## src/rtl/bsram_ctrl.sv

```systemverilog
// ----------------------------------------------------------------------------
// bsram_ctrl
//
// Sequencer and arbiter for the single-port instruction BSRAM (Gowin_SP).
// After reset it copies a fixed boot image from a combinational ROM table into
// the BSRAM, one word per cycle, while holding the CPU. Once the copy is done
// it shares the single memory port between CPU instruction fetch and an
// optional external program-loader write port.
//
// Optional feature macro: BSRAM_CTRL_LOADER_EN
//   defined   : loader write port with burst-limited priority over the CPU.
//   undefined : loader inputs ignored, ld_ready tied 0, CPU owns the port
//               every RUN cycle.
//
// Ports:
//   clk, rst          system clock; asynchronous active-low reset
//   boot_rom_addr/
//   boot_rom_data     boot ROM index and combinational word at that index
//   cpu_addr          CPU fetch address (held by the CPU while cpu_stall=1)
//   cpu_stall         CPU read not granted this cycle
//   cpu_rdata         fetched word (mem_dout passed through)
//   cpu_rvalid        cpu_rdata valid (cycle after a CPU grant)
//   cpu_hold          holds the CPU in reset until boot completes
//   ld_valid/ld_ready/
//   ld_addr/ld_data   loader write request channel
//   mem_ce/mem_wre/
//   mem_ad/mem_din    BSRAM control, address and write data
//   mem_dout          BSRAM read data, 1-cycle latency, write-first
//   boot_done         boot copy finished
//   dbg_state         0 = RESET, 1 = BOOT, 2 = RUN
// ----------------------------------------------------------------------------
module bsram_ctrl #(
  parameter int ADDR_W    = 11,
  parameter int DATA_W    = 16,
  parameter int BOOT_LEN  = 16,
  parameter int MAX_BURST = 4
) (
  input  logic              clk,
  input  logic              rst,
  output logic [ADDR_W-1:0] boot_rom_addr,
  input  logic [DATA_W-1:0] boot_rom_data,
  input  logic [ADDR_W-1:0] cpu_addr,
  output logic              cpu_stall,
  output logic [DATA_W-1:0] cpu_rdata,
  output logic              cpu_rvalid,
  output logic              cpu_hold,
  input  logic              ld_valid,
  output logic              ld_ready,
  input  logic [ADDR_W-1:0] ld_addr,
  input  logic [DATA_W-1:0] ld_data,
  output logic              mem_ce,
  output logic              mem_wre,
  output logic [ADDR_W-1:0] mem_ad,
  output logic [DATA_W-1:0] mem_din,
  input  logic [DATA_W-1:0] mem_dout,
  output logic              boot_done,
  output logic [1:0]        dbg_state
);

  // RESET is not a stored state: it is simply rst low. The register resets
  // straight into BOOT so the first boot write lands on the first clock edge
  // after rst is released.
  typedef enum logic {
    S_BOOT = 1'b0,
    S_RUN  = 1'b1
  } state_e;

  localparam logic [ADDR_W-1:0] BOOT_LAST = ADDR_W'(BOOT_LEN - 1);

  state_e              state_q, state_d;
  logic [ADDR_W-1:0]   bc_q, bc_d;
  logic                cpu_rvalid_q;
  logic                boot_done_q;
  logic                cpu_grant;

  // Loader handshake: a write is transferred in the cycle where ld_valid and
  // ld_ready are both high at the clock edge. ld_ready is only ever raised in
  // response to ld_valid, and the loader keeps ld_addr/ld_data stable while
  // ld_valid is high and ld_ready is low.
`ifdef BSRAM_CTRL_LOADER_EN
  localparam int              BW        = $clog2(MAX_BURST + 1);
  localparam logic [BW-1:0]   BURST_MAX = BW'(MAX_BURST);

  logic [BW-1:0] burst_cnt_q, burst_cnt_d;
  logic          ld_grant;

  // After MAX_BURST back-to-back loader grants the CPU gets one cycle.
  assign ld_grant = ld_valid && (burst_cnt_q < BURST_MAX);
`else
  logic unused_ld;
  assign unused_ld = ^{ld_valid, ld_addr, ld_data};
`endif

  // --------------------------------------------------------------------------
  // State register
  // --------------------------------------------------------------------------
  always_ff @(posedge clk or negedge rst) begin
    if (!rst) begin
      state_q <= S_BOOT;
    end else begin
      state_q <= state_d;
    end
  end

  // --------------------------------------------------------------------------
  // Datapath registers
  // --------------------------------------------------------------------------
  always_ff @(posedge clk or negedge rst) begin
    if (!rst) begin
      bc_q         <= '0;
      cpu_rvalid_q <= 1'b0;
      boot_done_q  <= 1'b0;
    end else begin
      bc_q         <= bc_d;
      cpu_rvalid_q <= cpu_grant;
      boot_done_q  <= (state_d == S_RUN);
    end
  end

`ifdef BSRAM_CTRL_LOADER_EN
  always_ff @(posedge clk or negedge rst) begin
    if (!rst) begin
      burst_cnt_q <= '0;
    end else begin
      burst_cnt_q <= burst_cnt_d;
    end
  end
`endif

  // --------------------------------------------------------------------------
  // Next state and memory-port control
  // --------------------------------------------------------------------------
  always_comb begin
    state_d   = state_q;
    bc_d      = bc_q;
    cpu_grant = 1'b0;
    mem_ce    = 1'b0;
    mem_wre   = 1'b0;
    mem_ad    = '0;
    mem_din   = '0;
    ld_ready  = 1'b0;
    cpu_stall = 1'b1;
`ifdef BSRAM_CTRL_LOADER_EN
    burst_cnt_d = burst_cnt_q;
`endif

    // While rst is low every combinational output sits at its reset value,
    // which also keeps an in-flight loader write from being accepted.
    if (rst) begin
      unique case (state_q)
        S_BOOT: begin
          mem_ce  = 1'b1;
          mem_wre = 1'b1;
          mem_ad  = bc_q;
          mem_din = boot_rom_data;
          // bc stops at the last word rather than wrapping.
          if (bc_q == BOOT_LAST) begin
            state_d = S_RUN;
          end else begin
            bc_d = bc_q + ADDR_W'(1);
          end
        end

        S_RUN: begin
          mem_ce = 1'b1;
`ifdef BSRAM_CTRL_LOADER_EN
          if (ld_grant) begin
            ld_ready    = 1'b1;
            mem_wre     = 1'b1;
            mem_ad      = ld_addr;
            mem_din     = ld_data;
            burst_cnt_d = (burst_cnt_q == BURST_MAX) ? burst_cnt_q
                                                     : burst_cnt_q + BW'(1);
          end else begin
            cpu_grant   = 1'b1;
            cpu_stall   = 1'b0;
            mem_ad      = cpu_addr;
            burst_cnt_d = '0;
          end
`else
          cpu_grant = 1'b1;
          cpu_stall = 1'b0;
          mem_ad    = cpu_addr;
`endif
        end

        default: begin
          state_d = S_BOOT;
        end
      endcase
    end
  end

  // --------------------------------------------------------------------------
  // Outputs
  // --------------------------------------------------------------------------
  assign boot_rom_addr = bc_q;
  assign boot_done     = boot_done_q;
  assign cpu_hold      = ~boot_done_q;
  assign cpu_rvalid    = cpu_rvalid_q;
  // Write-first BSRAM already returns fresh data for a read that follows a
  // write to the same address, so read data needs no bypass.
  assign cpu_rdata     = mem_dout;

  always_comb begin
    dbg_state = 2'd0;
    if (rst) begin
      dbg_state = (state_q == S_BOOT) ? 2'd1 : 2'd2;
    end
  end

endmodule

```

## config.mk

```make
export PLATFORM = sky130hd
export DESIGN_NAME = bsram_ctrl
export DESIGN_NICKNAME = d
export VERILOG_FILES = /design/src/rtl/bsram_ctrl.sv
export SDC_FILE = /design/constraint.sdc
export NUM_CORES = 1
export LEC_CHECK = 0
export ABC_CLOCK_PERIOD_IN_PS = 2400
export CORE_MARGIN = 1.5
export CORE_UTILIZATION = 28
export CTS_CLUSTER_DIAMETER = 80
export DETAILED_ROUTE_END_ITERATION = 8
export PLACE_DENSITY_LB_ADDON = 0.2
export RECOVER_POWER = 50
export SLEW_MARGIN = 0
export SYNTH_ARGS = -nofsm -noshare
export SYNTH_HDL_FRONTEND = slang
export SYNTH_SLANG_ARGS = --single-unit
```

## constraint.sdc

```tcl
create_clock -name clk -period 2.4 [get_ports clk]
set_input_delay 0.36 -clock clk [delete_from_list [all_inputs] [get_ports clk]]
set_output_delay 0.36 -clock clk [all_outputs]
set_load 0.05 [all_outputs]
```

==> flow_metrics.tcl <==
set metrics [dict create \
    cp.arrival_ps 1800 \
    wl_mm 3.46 \
    hold_path_class "primary input to asynchronous set/reset pin" \
    switching_power_uw 181 \
    slowest_delay_ps 550 \
    ys.flop_type "dfrtp_1" \
    period_minus_slack_ps 2160 \
    yosysUniqueCellTypes 31 \
    layout.nets 253 \
    clk_pin_slew_ps 60 \
    clk_root_buffer_cell "clkbuf_8" \
    ys_seq_area_frac 0.304 \
    netlist.area_leader.share 0.304 \
    worst_pin_slew_ps 615 \
    die_h_um 64.8 \
    clock_latency_ps 250 \
    dpl_cell_area_sq_mm 0.00204 \
    synth_area_per_cell_sq_um 8.85 \
    startpoint_type "primary input" \
    cp_cell_sequence "clkdlybuf4s50_1 -> nor2b_1 -> buf_4 -> and2_1 -> buf_12" \
    drtPass1Iterations 4 \
    finClkSkew_ps 3.20 \
    synth_edf_count 0 \
    rsz0062_at_grt "no" \
    period_share 0.902 \
    grt_pass1_wl_mm 5.23 \
    fin_total_pwr_uw 608 \
    io_buffers 74 \
    yosysWarnings 0 \
    fin_area_sq_mm 0.00207 \
    cp-end-kind "output pin" \
    via_count 1047 \
    die_w_um 64.8 \
    worstPathRequired_ps 2040 \
    ys_top_cells_by_area "dfrtp_1, buf_4, mux2i_1" \
    num_antenna_cells 0 \
    hold_buffers 0 \
    routabilityCongestion 0.815 \
    crit_type "primary input to output pin" \
    core-area_sq_mm 0.00366 \
    viasPerCell 4.63 \
    antenna_found_initial 0 \
    ir_worst_vdd_mv 0.166 \
    synth_fp_nets 195 \
    final_cells 226 \
    dp.cells 222 \
    status "completed" \
    cts_made_buffers 3 \
    cts_sinks 13 \
    drtIter0Drc 20 \
    combinationalPowerShare 0.295 \
    synthArstFlopShare 1.00 \
    hpwl_mm 2.77 \
    maxCapViolations 0 \
    track_usage 0.163 \
    io_pins 136 \
    power_frac_clock 0.338 \
    intPower_uw 428 \
    cts.repair.resized 0 \
    p_seq_frac 0.367 \
    syn_area_sq_mm 0.00107 \
    grt_overflow 0 \
    grt_max_degree 18 \
    setup_viol 0 \
    ctsLongestPathBuffers 2 \
    timing.hold.ws_ps 304 \
    nFillCells 315 \
    ys_ff_latch 13 \
    fmax_mhz 462 \
    grt_pass1_vias 970 \
    powerDensity_mw_per_mm2 294 \
    slew_headroom 0.587 \
    crit_path_max_fanout 17 \
    tns_ps 0 \
    synthCells 121 \
    yosysTopAreaCell "dfrtp_1" \
    start_util 0.293 \
    cpMaxStageDelayCell "clkdlybuf4s50_1" \
    syn2layout_area_growth_pct 93.1 \
    rows 22 \
    hold_viol_final 0 \
    final_max_slew_viol_count 0 \
    wl_per_cell_um 15.3 \
    drcViolationCount 0 \
    ant_nets 0 \
    cts_tree "done" \
    postCtsSetupBuffers 0 \
    die-area_sq_mm 0.00420 \
    cts_htree_levels 1 \
    drive_gt1_frac 0.242 \
    synthTopCellsByCount "buf_4, and2_1, dfrtp_1" \
    switching_share 0.297 \
    synth_most_common_cell "buf_4" \
    leakage_uw 0.000955 \
]
[path summary, 6_finish.rpt]
path	start	end	slack [ps]	cells past startpoint
min in group clk	boot_rom_addr[10]$_DFFE_PN0P_	boot_rom_addr[10]$_DFFE_PN0P_	550	1
worst min register to register	boot_rom_addr[10]$_DFFE_PN0P_	boot_rom_addr[10]$_DFFE_PN0P_	550	1
worst min-delay path	rst	boot_rom_addr[5]$_DFFE_PN0P_	300	1
max in group asynchronous	rst	boot_rom_addr[1]$_DFFE_PN0P_	1650	2
worst max register to register	boot_rom_addr[0]$_DFFE_PN0P_	boot_rom_addr[1]$_DFFE_PN0P_	490	4
worst max-delay path	rst	mem_din[10]	240	5
[final cells by class]
cell class | instances | area [sq um] | area share
timing repair buffer | 78 | 1070 | 0.518
multi-input combinational | 77 | 542 | 0.262
sequential | 13 | 325 | 0.157
tap | 48 | 60.1 | 0.0290
clock buffer | 3 | 41.3 | 0.0200
inverter | 6 | 22.5 | 0.0109
clock inverter | 1 | 5.00 | 0.00242
[flip-flops by register name, summed over array words and instances, names as in the netlist]
name           flops
boot_rom_addr     11
cpu_rvalid         1
boot_done          1
[logic make-up (layout without fill, tap and decap cells)]
group           after synthesis  after routing  synth area share
other cells                   1              1           0.00350
fa+ha+maj                     1              1            0.0117
mux                          12             12             0.117
compound gates                7              7            0.0514
flops                        13             13             0.304
simple gates                 48             48             0.263
xor+xnor                      8              8            0.0654
buf+inv                      31             88             0.185
[through the flow]
step                 util  setup slack [ps]
detailed placement  0.558               250
finish              0.565               236
CTS                 0.571               225
global route        0.565               117
floorplan               -               102
global placement    0.558               255
[worst max-delay path: cells and delay by family]
family / cells / cell delay, ps
and+or+nand+nor: 2 / 500
buffers and inverters: 3 / 940
[routing by layer]
layer  up-vias  GRT usage  share of wire
met5         -          0              0
li1        499          -              -
met2        58      0.265           0.51
met4         0     0.0798          0.021
met3        14     0.0313          0.068
met1       476      0.206           0.41
[power groups by stage]
stage                     clock network (uW)  registers (uW)  logic, uW
after detailed placement                   0             227        184
after global routing                     221             223        187
final                                    206             223        179
after floorplan                            0             233        138
after global placement                     0             227        182
after CTS                                207             223        185
[placed cells by master (no fill, tap or decap), drive strengths merged]
| master | netlist | final |
|---|---|---|
| inv | 6 | 6 |
| xnor2 | 3 | 3 |
| nor4 | 3 | 3 |
| nor2 | 12 | 12 |
| and3 | 1 | 1 |
| nor3 | 3 | 3 |
| mux2 | 1 | 1 |
| conb | 1 | 1 |
| nand3 | 2 | 2 |
| buf | 23 | 36 |
| dfrtp | 13 | 13 |
| clkbuf | 2 | 4 |
| mux2i | 11 | 11 |
| xor2 | 5 | 5 |
| clkdlybuf4s50 | 0 | 40 |
| ha | 1 | 1 |
| nand2 | 4 | 4 |
| clkinv | 0 | 1 |
| o21ai | 1 | 1 |
| a211oi | 1 | 1 |
| nand4b | 1 | 1 |
| nand3b | 2 | 2 |
| a41oi | 1 | 1 |
| a311oi | 2 | 2 |
| and2 | 16 | 16 |
| dlygate4sd3 | 0 | 1 |
| nand4 | 2 | 2 |
| nor2b | 1 | 1 |
| a21oi | 2 | 2 |
| and4 | 1 | 1 |
Power figures use the tool's default switching activity.
